$ cat src/rtl/gcd_fsmd.sv
// gcd_fsmd: GCD of two unsigned WIDTH-bit operands by repeated subtraction.
// The working registers are exported as a_out/b_out to an external magnitude
// comparator. Its altb/aeqb/agtb flags steer each CALC step.
// Handshake: start is accepted while ready=1, and done pulses with result valid.
// Optional build macro FLAG_CHECK_EN adds a comparator-flag one-hot check with a
// sticky err output. Without it, err is tied low and the flags are priority-decoded.
module gcd_fsmd #(
    parameter int unsigned WIDTH = 8
) (
    input  logic             clk,
    input  logic             reset,
    input  logic             start,
    input  logic [WIDTH-1:0] a_in,
    input  logic [WIDTH-1:0] b_in,
    output logic             ready,
    output logic [WIDTH-1:0] a_out,
    output logic [WIDTH-1:0] b_out,
    input  logic             altb,
    input  logic             aeqb,
    input  logic             agtb,
    output logic [WIDTH-1:0] result,
    output logic             done,
    output logic             err
);

    typedef enum logic [1:0] {
        IDLE = 2'd0,
        CALC = 2'd1,
        DONE = 2'd2
    } state_t;

    state_t           state, stateNext;
    logic [WIDTH-1:0] aReg, aNext;
    logic [WIDTH-1:0] bReg, bNext;
    logic [WIDTH-1:0] resultReg, resultNext;
    logic             doneReg, doneNext;

`ifdef FLAG_CHECK_EN
    logic             errReg, errNext;
`endif

    // State and datapath registers. Reset discards any computation in flight.
    always_ff @(posedge clk or posedge reset) begin
        if (reset) begin
            state     <= IDLE;
            aReg      <= '0;
            bReg      <= '0;
            resultReg <= '0;
            doneReg   <= 1'b0;
`ifdef FLAG_CHECK_EN
            errReg    <= 1'b0;
`endif
        end else begin
            state     <= stateNext;
            aReg      <= aNext;
            bReg      <= bNext;
            resultReg <= resultNext;
            doneReg   <= doneNext;
`ifdef FLAG_CHECK_EN
            errReg    <= errNext;
`endif
        end
    end

    // Next-state and datapath decode. Entering DONE raises the registered done pulse.
    always_comb begin
        stateNext  = state;
        aNext      = aReg;
        bNext      = bReg;
        resultNext = resultReg;
`ifdef FLAG_CHECK_EN
        errNext    = errReg;
`endif
        unique case (state)
            IDLE: begin
                if (start) begin
                    aNext = a_in;
                    bNext = b_in;
`ifdef FLAG_CHECK_EN
                    errNext = 1'b0;
`endif
                    if (a_in == '0 || b_in == '0) begin
                        // gcd(0,x)=x, and gcd(0,0)=0, so no iteration is needed.
                        resultNext = a_in | b_in;
                        stateNext  = DONE;
                    end else begin
                        stateNext = CALC;
                    end
                end
            end
            CALC: begin
`ifdef FLAG_CHECK_EN
                case ({altb, aeqb, agtb})
                    3'b010: begin
                        resultNext = aReg;
                        stateNext  = DONE;
                    end
                    3'b001: aNext = aReg - bReg;
                    3'b100: bNext = bReg - aReg;
                    default: begin
                        errNext    = 1'b1;
                        resultNext = '0;
                        stateNext  = DONE;
                    end
                endcase
`else
                // Priority decode. All-zero flags fall through to the altb branch.
                if (aeqb) begin
                    resultNext = aReg;
                    stateNext  = DONE;
                end else if (agtb) begin
                    aNext = aReg - bReg;
                end else begin
                    bNext = bReg - aReg;
                end
`endif
            end
            DONE: begin
                stateNext = IDLE;
            end
            default: begin
                stateNext = IDLE;
            end
        endcase
        doneNext = (stateNext == DONE);
    end

    // Output mapping. ready is the only combinational output.
    always_comb begin
        ready  = (state == IDLE);
        a_out  = aReg;
        b_out  = bReg;
        result = resultReg;
        done   = doneReg;
`ifdef FLAG_CHECK_EN
        err    = errReg;
`else
        err    = 1'b0;
`endif
    end

endmodule

$ cat config.mk
export PLATFORM = sky130hd
export DESIGN_NAME = gcd_fsmd
export DESIGN_NICKNAME = d
export VERILOG_FILES = /design/src/rtl/gcd_fsmd.sv
export SDC_FILE = /design/constraint.sdc
export NUM_CORES = 1
export LEC_CHECK = 0
export ABC_AREA = 1
export CORE_ASPECT_RATIO = 0.9
export CORE_MARGIN = 2
export CORE_UTILIZATION = 50
export DETAILED_ROUTE_END_ITERATION = 10
export PLACE_DENSITY = 0.9
export SYNTH_ARGS = -nofsm -noshare
export SYNTH_HDL_FRONTEND = slang
export SYNTH_SLANG_ARGS = --single-unit
$ cat constraint.sdc
create_clock -name clk -period 1.7 [get_ports clk]
set_input_delay 0.17 -clock clk [delete_from_list [all_inputs] [get_ports clk]]
set_output_delay 0.17 -clock clk [all_outputs]
set_load 0.05 [all_outputs]
==> results of run 1 <==
## registers in the layout, indices dropped and copies added, names as in the netlist
register	count
a_out	8
b_out	8
done	1
result	8
state	2
## worst max path at each step
stage | start | to | slack [ns] | cells past startpoint
final | a_out[0] | a_out[0] | 0.05 | 1
after floorplan | a_out[0] | a_out[4] | -0.02 | 9
after detailed placement | a_out[0] | a_out[4] | 0.03 | 9
after CTS | a_out[0] | a_out[2] | 0.01 | 7
after global placement | a_out[2] | b_out[7] | 0.06 | 9
after global routing | b_out[4] | a_out[6] | -0.006 | 8
## Yosys cell counts (all sizes together) (2+ instances only)
cell type | count | area [sq um]
nand2 | 79 | 319
inv | 49 | 189
nand3 | 42 | 210
nor2 | 31 | 126
dfrtp | 27 | 676
o21ai | 16 | 80.1
a21oi | 15 | 97.6
ha | 14 | 175
buf | 8 | 55.1
o211ai | 5 | 37.5
a31oi | 4 | 37.5
nand4 | 3 | 18.8
xor2 | 3 | 26.3
fa | 2 | 40.0
## cell type report
class / count / area, sq um / share of cell area (%)
multi-input combinational: 216 / 1240 / 45.8
tap: 48 / 60.1 / 2.22
timing repair buffer: 53 / 488 / 18.0
sequential: 27 / 688 / 25.4
inverter: 49 / 189 / 6.97
clock buffer: 4 / 45.0 / 1.66
## cell families after synthesis
group | Yosys count | share of synthesized area (%)
xor+xnor | 3 | 1.25
simple gates | 156 | 32.3
compound gates | 40 | 12.0
buf+inv | 58 | 11.8
flops | 27 | 32.2
other cells | 1 | 0.179
fa+ha+maj | 16 | 10.2
## layer usage
metal | wire length (microns) | vias to the layer above | GRT usage (%)
li1 | - | 1057 | -
met1 | 2420 | 1030 | 32.1
met2 | 2730 | 103 | 42.5
met3 | 461 | 10 | 2.45
met4 | 89 | 0 | 6.37
met5 | 0 | - | 0
## stage by stage
stage | setup TNS [ns] | hold WS, ns | util [%] | cells | setup WS (ns)
final | 0 | 0.262 | 67.0 | 397 | 0.0526
after global routing | -0.00948 | 0.311 | 67.0 | 397 | -0.00586
after detailed placement | 0 | 0.501 | 64.3 | 393 | 0.0317
after global placement | 0 | 0.484 | 64.3 | 393 | 0.0647
after floorplan | -0.0254 | 0.222 | - | 301 | -0.0241
after CTS | 0 | 0.283 | 65.4 | 397 | 0.0140
==> impl_metrics.tcl, run 1 <==
set metrics [dict create \
    status "complete, no violations" \
    grt_pass1_wl_microns 9070 \
    grt_max_degree 28 \
    nets 388 \
    path_clk_slew_ns 0.10 \
    firstDrtPassIters 7 \
    grt_use_total_pct 24.3 \
    synth_cell_types 27 \
    overflow 0 \
    rr_startpoint "a_out[0]" \
    syn_to_final_growth_pct 29.1 \
    synthFlopType "dfrtp_1" \
    max_slew_margin_pct 66.8 \
    hold_violations 0 \
    end_kind "primary output" \
    hold_class "in2async" \
    crit_arrival_ns 1.48 \
    r2r_cells 9 \
    root_buffer "clkbuf_8" \
    fin_crit_sh_pct 96.9 \
    drive_above_1_share_pct 18.9 \
    portBuffers 46 \
    fin_area_sq_um 2710 \
    placed_area_sq_um 2600 \
    placeableCoreArea_sq_um 4050 \
    gp_congestion 0.949 \
    clock_sinks 27 \
    r2r_slack_ns 0.08 \
    fp.dieW_microns 72.3 \
    drt_wl_total_microns 5700 \
    drc 0 \
    fmax_mhz 607 \
    path_cells "clkdlybuf4s50_1" \
    postCtsSetupBuffers 0 \
    fin_worst_skew_ns 0.00268 \
    grt_pass1_vias 2014 \
    cp_slowest_stage_delay_ns 0.81 \
    layout_commonest_cell "nand2_1" \
    synth_seq_area_share_pct 32.2 \
    cts_max_level 1 \
    hpwlAfterDp_microns 4410 \
    cts_buffers 3 \
    via_count 2200 \
    final_antenna_net_count 0 \
    required_ns 1.53 \
    finalCriticalPeriod_ns 1.65 \
    final.fill_count 318 \
    max-cap-violations 0 \
    clock_path_buffers 2 \
    worst_pin_slew_ns 0.497 \
    yosysWarnings 0 \
    antenna_found_initial 0 \
    synth_edf_count 0 \
    crit_fanout 3 \
    start_util_pct 51.9 \
    via_per_inst 5.54 \
    crit_type "reg2out" \
    critPathBufInv 1 \
    critical_path.top_delay_family "buffers and inverters" \
    cts_resized 0 \
    start_kind "flip-flop" \
    cts_tree "yes" \
    synth_cells 301 \
    drv_slew 0 \
    routedWlPerCell_microns 14.4 \
    cts_hold_buf 0 \
    dr.first_iter.drc_count 237 \
    async_flop_share_pct 100 \
    fp.dieH_microns 65.5 \
    diodes 0 \
    ys_seq_elements 27 \
    setup_viol 0 \
    avgSynthCellArea_sq_um 6.98 \
    die_area_sq_um 4740 \
    clock_latency_ns 0.27 \
    regToRegEndpoint "a_out[4]" \
    rows 22 \
    pin_count 49 \
    slowest_stage "clkdlybuf4s50_1" \
    syn_nets 339 \
    layout_common_cells "74 x nand2_1, 42 x inv_1, 41 x nand3_1" \
    mappedNetlistArea_sq_um 2100 \
]
Power of run 1 is left out: the tool's default activity adds up to more than one toggle a clock period on the data nets, which glitch-free logic cannot reach.
==> run 2, diff against run 1 <==
ABC_CLOCK_PERIOD_IN_PS = 1700   (was unset)
==> results of run 2 <==
The final DEF is identical to that of run 1; final timing and power are the same.
Power of run 2 is left out for the same reason.
